$ cat config.mk
export PLATFORM = sky130hd
export DESIGN_NAME = screen_cmd_engine
export DESIGN_NICKNAME = d
export VERILOG_FILES = /design/src/rtl/screen_cmd_engine.sv
export SDC_FILE = /design/constraint.sdc
export NUM_CORES = 1
export LEC_CHECK = 0
export CORE_UTILIZATION = 40
export CTS_BUF_LIST = sky130_fd_sc_hd__clkbuf_2 sky130_fd_sc_hd__clkbuf_4 sky130_fd_sc_hd__clkbuf_8
export CTS_CLUSTER_DIAMETER = 60
export DETAILED_ROUTE_END_ITERATION = 10
export PLACE_DENSITY = 0.74
export SKIP_CTS_REPAIR_TIMING = 1
export SKIP_LAST_GASP = 1
export SYNTH_ARGS = -nofsm -noshare
export SYNTH_HDL_FRONTEND = slang
export SYNTH_SLANG_ARGS = --single-unit
$ cat constraint.sdc
create_clock -name clk -period 2.6 [get_ports clk]
set_input_delay 0.52 -clock clk [delete_from_list [all_inputs] [get_ports clk]]
set_output_delay 0.52 -clock clk [all_outputs]
set_load 0.02 [all_outputs]
$ cat src/rtl/screen_cmd_engine.sv
// screen_cmd_engine
//   Command execution engine sitting between the host register file and
//   port A of the screen RAM. A command is latched on req (IDLE only); the
//   engine then owns the RAM port (active=1) and performs CLEAR, FILL or a
//   forward byte-sequential COPY at one RAM access per clock. Completion is
//   reported with a one-cycle done pulse and an err flag valid with done.
//
// Optional feature (macro SCREEN_CMD_ABORT_EN):
//   adds input 'abort'; when sampled high in FILL/CP_RD/CP_WAIT/CP_WR the
//   engine goes to FIN with err=1. Undefined by default.
//
// Ports:
//   clk        in   fabric/memory clock (same as screen RAM)
//   rst        in   asynchronous active-high reset
//   abort      in   abort running command (SCREEN_CMD_ABORT_EN only)
//   req        in   command request, accepted only in IDLE
//   cmd        in   8'h00 NOP, 8'h01 CLEAR, 8'h02 FILL, 8'h03 COPY
//   user_addr  in   FILL start / COPY destination
//   src_addr   in   COPY source
//   length     in   FILL/COPY byte count
//   fill_val   in   FILL data byte
//   mem_addr   out  RAM port A address
//   mem_wdata  out  RAM port A write data
//   mem_wren   out  RAM port A write enable
//   mem_rdata  in   RAM port A read data (one clock read latency)
//   active     out  engine owns RAM port A
//   done       out  one-cycle completion pulse
//   err        out  error flag, valid while done=1
module screen_cmd_engine #(
  parameter int          ADDR_W    = 16,
  parameter int          LEN_W     = 16,
  parameter int          CLEAR_LEN = 2400,
  parameter logic [7:0]  CLEAR_VAL = 8'h20
) (
  input  logic              clk,
  input  logic              rst,
`ifdef SCREEN_CMD_ABORT_EN
  input  logic              abort,
`endif
  input  logic              req,
  input  logic [7:0]        cmd,
  input  logic [ADDR_W-1:0] user_addr,
  input  logic [ADDR_W-1:0] src_addr,
  input  logic [LEN_W-1:0]  length,
  input  logic [7:0]        fill_val,
  output logic [ADDR_W-1:0] mem_addr,
  output logic [7:0]        mem_wdata,
  output logic              mem_wren,
  input  logic [7:0]        mem_rdata,
  output logic              active,
  output logic              done,
  output logic              err
);

  localparam logic [7:0] CMD_NOP   = 8'h00;
  localparam logic [7:0] CMD_CLEAR = 8'h01;
  localparam logic [7:0] CMD_FILL  = 8'h02;
  localparam logic [7:0] CMD_COPY  = 8'h03;

  typedef enum logic [2:0] {
    S_IDLE,
    S_FILL,
    S_CP_RD,
    S_CP_WAIT,
    S_CP_WR,
    S_FIN
  } state_t;

  state_t              state, state_n;
  logic [ADDR_W-1:0]   src_q, src_n;
  logic [ADDR_W-1:0]   dst_q, dst_n;
  logic [LEN_W-1:0]    cnt_q, cnt_n;
  logic [ADDR_W-1:0]   addr_n;
  logic [7:0]          wdata_n;
  logic                wren_n, active_n, done_n, err_n;
  logic                abort_hit;

  // All outputs are registered: the combinational block computes what the
  // port should show in the next cycle. cnt_q holds the number of bytes
  // still to be written, including the one currently on the port.
  always_ff @(posedge clk or posedge rst) begin
    if (rst) begin
      state     <= S_IDLE;
      src_q     <= '0;
      dst_q     <= '0;
      cnt_q     <= '0;
      mem_addr  <= '0;
      mem_wdata <= '0;
      mem_wren  <= 1'b0;
      active    <= 1'b0;
      done      <= 1'b0;
      err       <= 1'b0;
    end else begin
      state     <= state_n;
      src_q     <= src_n;
      dst_q     <= dst_n;
      cnt_q     <= cnt_n;
      mem_addr  <= addr_n;
      mem_wdata <= wdata_n;
      mem_wren  <= wren_n;
      active    <= active_n;
      done      <= done_n;
      err       <= err_n;
    end
  end

  always_comb begin
    state_n   = state;
    src_n     = src_q;
    dst_n     = dst_q;
    cnt_n     = cnt_q;
    addr_n    = mem_addr;
    wdata_n   = mem_wdata;
    wren_n    = 1'b0;
    active_n  = 1'b0;
    done_n    = 1'b0;
    err_n     = 1'b0;
`ifdef SCREEN_CMD_ABORT_EN
    abort_hit = abort;
`else
    abort_hit = 1'b0;
`endif

    case (state)
      S_IDLE: begin
        if (req) begin
          case (cmd)
            CMD_NOP: begin
              state_n = S_FIN;
              done_n  = 1'b1;
            end
            CMD_CLEAR: begin
              state_n  = S_FILL;
              addr_n   = '0;
              wdata_n  = CLEAR_VAL;
              cnt_n    = LEN_W'(CLEAR_LEN);
              wren_n   = 1'b1;
              active_n = 1'b1;
            end
            CMD_FILL: begin
              if (length == '0) begin
                state_n = S_FIN;
                done_n  = 1'b1;
              end else begin
                state_n  = S_FILL;
                addr_n   = user_addr;
                wdata_n  = fill_val;
                cnt_n    = length;
                wren_n   = 1'b1;
                active_n = 1'b1;
              end
            end
            CMD_COPY: begin
              if (length == '0) begin
                state_n = S_FIN;
                done_n  = 1'b1;
              end else begin
                state_n  = S_CP_RD;
                addr_n   = src_addr;
                src_n    = src_addr;
                dst_n    = user_addr;
                cnt_n    = length;
                active_n = 1'b1;
              end
            end
            default: begin
              state_n = S_FIN;
              done_n  = 1'b1;
              err_n   = 1'b1;
            end
          endcase
        end
      end

      S_FILL: begin
        if (abort_hit) begin
          state_n = S_FIN;
          done_n  = 1'b1;
          err_n   = 1'b1;
        end else if (cnt_q == LEN_W'(1)) begin
          state_n = S_FIN;
          done_n  = 1'b1;
        end else begin
          addr_n   = mem_addr + ADDR_W'(1);
          cnt_n    = cnt_q - LEN_W'(1);
          wren_n   = 1'b1;
          active_n = 1'b1;
        end
      end

      // Address already on the port; RAM registers the read at this edge.
      S_CP_RD: begin
        if (abort_hit) begin
          state_n = S_FIN;
          done_n  = 1'b1;
          err_n   = 1'b1;
        end else begin
          state_n  = S_CP_WAIT;
          active_n = 1'b1;
        end
      end

      // Read data is valid in this cycle and is captured straight into the
      // write-data register for the following write.
      S_CP_WAIT: begin
        if (abort_hit) begin
          state_n = S_FIN;
          done_n  = 1'b1;
          err_n   = 1'b1;
        end else begin
          state_n  = S_CP_WR;
          addr_n   = dst_q;
          wdata_n  = mem_rdata;
          wren_n   = 1'b1;
          active_n = 1'b1;
        end
      end

      S_CP_WR: begin
        src_n = src_q + ADDR_W'(1);
        dst_n = dst_q + ADDR_W'(1);
        cnt_n = cnt_q - LEN_W'(1);
        if (abort_hit) begin
          state_n = S_FIN;
          done_n  = 1'b1;
          err_n   = 1'b1;
        end else if (cnt_q == LEN_W'(1)) begin
          state_n = S_FIN;
          done_n  = 1'b1;
        end else begin
          state_n  = S_CP_RD;
          addr_n   = src_q + ADDR_W'(1);
          active_n = 1'b1;
        end
      end

      S_FIN: begin
        state_n = S_IDLE;
      end

      default: begin
        state_n = S_IDLE;
      end
    endcase
  end

endmodule

==> results.md, run 1 <==
* Post-layout util at 54.6%
* Main combinational cell family by area after synthesis: compound AO/OA/AOI/OAI gates
* Min Hold Slack at 0.528 ns
* Starting density of the core at 41.5%
* Largest net degree at the start of global routing at 80
* I/O pins at 103
* Avg WL per Cell at 19.5 um
* Core area at 14000 um^2
* Clk Tree Root Cell: clkbuf_8
* Final Critical Period at 2.48 ns
* Clk slew on worst S/H paths at 0.08 ns
* DIE HEIGHT at 122 um
* Max-slew headroom at 62.6%
* Max-slew violation count at 0
* Crit path launch type: input pin
* Register area share after synthesis at 34.1%
* # setup viols final at 0
* Fraction of layout cells with a size suffix above 1 at 14.9%
* Post-DP HPWL at 14300 um
* Async set-reset flop share out of synthesis at 100%
* Drt via density at 6.29
* Sink Count at 79
* Vias in the first global route at 5737
* Buffers on Ports at 102
* First-pass GRT wire length at 30300 um
* Synth Area in XOR/XNOR at 2.11%
* Crit share post-route at 95.3%
* GRT Util Overall at 26.1%
* Final ANT Viol Nets at 0
* Run status: complete, no violations
* Req. time, crit path at 2.85 ns
* Top_reg_cell synth: dfrtp_1
* DR pass1 iterations at 6
* Synth unique cells at 75
* Tot Pwr at 8.60 mW
* Clock Skew at 0.00695 ns
* Antenna Cells at 0
* Fillcell total at 1260
* Initial antenna violation count at 0
* Fin nets at 888
* Measured slew at the worst slew-check pin at 0.557 ns
* CTS tree: built
* F_max at 403 MHz
* Number of hold violations in the final report at 0
* FF+latch area at 1980 um^2
* Vias post-DR at 6243
* Hold/Removal Path Class: register to register
* Final WL at 19400 um
* Post-synthesis adder-cell area fraction at 1.08%
* Critical path arrival at 2.73 ns
* Final Wtd Congestion at 0.978
* CP Max Fanout at 8
* Cell count after synthesis at 685
* Yosys reg bits at 79
* Total congestion overflow at 0
* Unrepaired setup endpoints after global routing: no
* Proportion of synthesized area in mux cells at 6.15%
* Cell Rows at 43
* Power density over the cells at 1130 nW/um^2
* Leak pwr at 3.00 nW
* Synth Area in Compound Gates at 30.3%
* Syn nets at 765
* Crit. End Element: register
* Setup tns final at 0 ns
* IR drop worst, VDD at 0.000459 V
* DRC Markers at 0
* EDFF count, synth at 0
* Starting DRT DRC Count at 866
* Area of the multi-input gates at 3540 um^2
* CTS H-tree lvls at 3
* Post-synthesis cell area at 5800 um^2
* Total CTS buffers at 9
* Dpl cell area at 7390 um^2
* Die width at 122 um
* Worst-Skew Late Latency at 0.36 ns
* Post-route cell area at 7640 um^2
* Post-synthesis simple-gate area fraction at 21.3%
* P&R area growth vs syn at 31.6%
* Synthesized area per cell at 8.47 um^2
* Die ar. at 15000 um^2
* Clock Tree Buf Depth at 2
* Synth warnings at 0
* Setup CP Type: input pin to register
* Max cap viols at 0
==> Yosys cell counts, drive strengths merged, types with 12 or more instances <==
cell type  count  area [um^2]
a21oi         49          245
a31oi         33          206
buf           26          130
clkbuf        29          109
dfrtp         79         1980
inv           14         52.6
mux2          13          176
mux2i         18          180
nand2         58          218
nand3         21          105
nand4         14          109
nor2          50          188
nor3          16         85.1
nor4          15          205
o21ai         73          365
o22ai         12         81.3
o31ai         22          170
==> per-layer routing <==
metal  share of wire, %  up-vias  wire, um  GRT usage [%]
met1                 44     2994      8570           37.9
li1                   -     2889         -              -
met3                8.8       39      1700           3.02
met4                2.1        0       416           9.68
met5                  0        -         0              0
met2                 45      321      8720           39.4
==> cells in the final DEF (no fill, tap or decap), types with 18 or more instances in the layout <==
cell and n:
clkdlybuf4s50_1 102, dfrtp_1 79, o21ai_0 67, nand2_1 58
buf_4 58, nor2_1 49, a21oi_1 49, a31oi_1 33
o31ai_1 21, nand3_1 21, mux2i_1 18
==> per-stage QoR <==
step	worst slack, ns	instances
floorplan	0.0566	685
detailed placement	-0.263	977
CTS	0.124	993
global placement	-0.136	977
finish	0.121	993
global route	0.0846	993
==> worst max-delay path, cell delays in order <==
cell,delay [ns]
clkdlybuf4s50_1,0.48
nor4_4,0.39
nand4_4,0.19
o32a_1,0.40
o22a_1,0.38
mux2_4,0.37
==> report_power, final <==
| part | internal, mW | leakage, nW | switching, mW | total (mW) |
|---|---|---|---|---|
| Combinational | 2.15 | 1.91 | 2.84 | 4.99 |
| Sequential | 1.73 | 0.967 | 0.742 | 2.47 |
| Clock | 0.661 | 0.122 | 0.480 | 1.14 |
==> cells by family after synthesis <==
group,Yosys count
buffers and inverters,69
xor gates and xnor gates,14
adders and majority gates,5
DFF,79
and+or+nand+nor,219
muxes,31
AOI/OAI and AO/OA,268
==> flip-flops by register name, summed over array words and instances (netlist names) <==
name,count
mem_wren,1
dst_q,16
src_q,16
cnt_q,16
active,1
done,1
state,3
mem_wdata,8
mem_addr,16
err,1
==> path summary, 6_finish.rpt <==
kind | from | endpoint | slack, ns | cells past startpoint
max | length[0] | mem_wdata[4] | 0.12 | 6
min | mem_wdata[1] | mem_wdata[1] | 0.53 | 1
max reg2reg | src_q[0] | mem_addr[14] | 0.37 | 6
min reg2reg | mem_wdata[1] | mem_wdata[1] | 0.53 | 1
max in group asynchronous | rst | cnt_q[4] | 1.68 | 3
min in group asynchronous | rst | mem_wdata[0] | 0.57 | 3
==> final cells by class <==
type	count	share of cell area, %
flip-flops and latches	79	25.9
multi-input cells	537	46.4
inverters	14	0.688
repair buffers	167	20.9
well taps	180	2.95
clock inverters	6	1.41
clock buffers	10	1.80
(Power assumes the default switching activity.)
==> run 2: changes to the inputs <==
- CORE_UTILIZATION: 40 -> 50
- PLACE_DENSITY: 0.74 -> 0.87
==> results.md, run 2 (synthesized netlist as in run 1, its figures left out) <==
* Crit path launch type: input pin
* Measured slew at the worst slew-check pin at 0.694 ns
* Worst-Skew Late Latency at 0.38 ns
* Final ANT Viol Nets at 0
* First-pass GRT wire length at 30300 um
* Antenna Cells at 0
* Power density over the cells at 1110 nW/um^2
* Die ar. at 12000 um^2
* Final WL at 19400 um
* Initial antenna violation count at 0
* DIE HEIGHT at 110 um
* Vias post-DR at 6337
* Final Wtd Congestion at 0.937
* Max-slew violation count at 0
* Core area at 11100 um^2
* Hold/Removal Path Class: register to register
* Drt via density at 6.67
* F_max at 409 MHz
* FF+latch area at 1980 um^2
* Cell Rows at 38
* Number of hold violations in the final report at 0
* # setup viols final at 0
* Clock Skew at 0.0139 ns
* Max cap viols at 0
* Fillcell total at 934
* CTS H-tree lvls at 3
* Req. time, crit path at 2.86 ns
* Area of the multi-input gates at 3540 um^2
* Largest net degree at the start of global routing at 48
* CP Max Fanout at 8
* Die width at 110 um
* CTS tree: built
* Sink Count at 79
* DRC Markers at 0
* Clock Tree Buf Depth at 2
* Total CTS buffers at 9
* Post-route cell area at 7440 um^2
* Starting density of the core at 52.4%
* Crit. End Element: register
* Leak pwr at 2.94 nW
* Dpl cell area at 7280 um^2
* Buffers on Ports at 102
* Max-slew headroom at 53.7%
* Setup tns final at 0 ns
* P&R area growth vs syn at 28.3%
* Crit share post-route at 93.9%
* Post-DP HPWL at 14600 um
* Clk slew on worst S/H paths at 0.07 ns
* Most frequent cells in the layout: 102 x clkdlybuf4s50_1, 79 x dfrtp_1, 67 x o21ai_0
* Critical path arrival at 2.71 ns
* Run status: complete, no violations
* IR drop worst, VDD at 0.000697 V
* Unrepaired setup endpoints after global routing: no
* DR pass1 iterations at 5
* Setup CP Type: input pin to register
* I/O pins at 103
* Clk Tree Root Cell: clkbuf_8
* Starting DRT DRC Count at 617
* Final Critical Period at 2.44 ns
* Vias in the first global route at 5929
* Fraction of layout cells with a size suffix above 1 at 14.6%
* Total congestion overflow at 0
* Post-layout util at 67.2%
* GRT Util Overall at 33.2%
* Leading cell type in the layout, fill and taps excluded: clkdlybuf4s50_1
* Fin nets at 887
* Avg WL per Cell at 20.4 um
## run 2: cell types whose count changed in the layout (fill, tap and decap cells not counted)
cell        delta
clkbuf_4       +3
bufinv_16      -3
clkinvlp_4     -1
buf_12         -4
buf_4          +3
clkbuf_8       -1
## run 2: worst paths after layout
path | cells after the start | from | slack, ns | to
setup / recovery | 6 | length[0] | 0.16 | mem_wdata[6]
hold / removal | 1 | mem_wdata[1] | 0.51 | mem_wdata[1]
setup reg to reg | 6 | src_q[0] | 0.27 | mem_addr[14]
hold reg to reg | 1 | mem_wdata[1] | 0.51 | mem_wdata[1]
max in group asynchronous | 3 | rst | 1.43 | src_q[2]
min in group asynchronous | 2 | rst | 0.57 | mem_wdata[2]
## run 2: layout make-up
| type | count | share of cell area, % |
|---|---|---|
| sequential | 79 | 26.6 |
| tap | 140 | 2.35 |
| multi-input combinational | 537 | 47.6 |
| timing repair buffer | 166 | 20.7 |
| clock buffer | 12 | 1.97 |
| clock inverter | 2 | 0.135 |
| inverter | 14 | 0.706 |
## run 2: report_power, final
group          switching, mW  internal (mW)  total [mW]
logic                   2.92           2.09        5.01
registers              0.711           1.73        2.44
clock network          0.438          0.365       0.804
## run 2: layer usage
layer / routed length (um) / share of wire, % / global-route usage (%)
met1: 7850 / 40 / 43.9
met2: 8950 / 46 / 51.6
met3: 2070 / 11 / 9.60
met4: 563 / 2.9 / 11.8
met5: 0 / 0 / 0
## run 2: critical path, stage by stage
cell and delay [ns]:
clkdlybuf4s50_1 0.46, nor4_4 0.39, nand4_4 0.19, o32a_1 0.38
o22a_1 0.38, mux2_4 0.37
## run 2: stage by stage
stage,power (mW),hold slack (ns),instances,setup slack [ns]
2_1_floorplan,5.43,0.494,685,0.0566
3_3_place_gp,7.09,0.499,936,-0.157
3_5_place_dp,7.32,0.497,936,-0.227
4_1_cts,8.14,0.518,950,0.173
5_1_grt,8.79,0.530,950,0.102
6_report,8.26,0.515,950,0.158
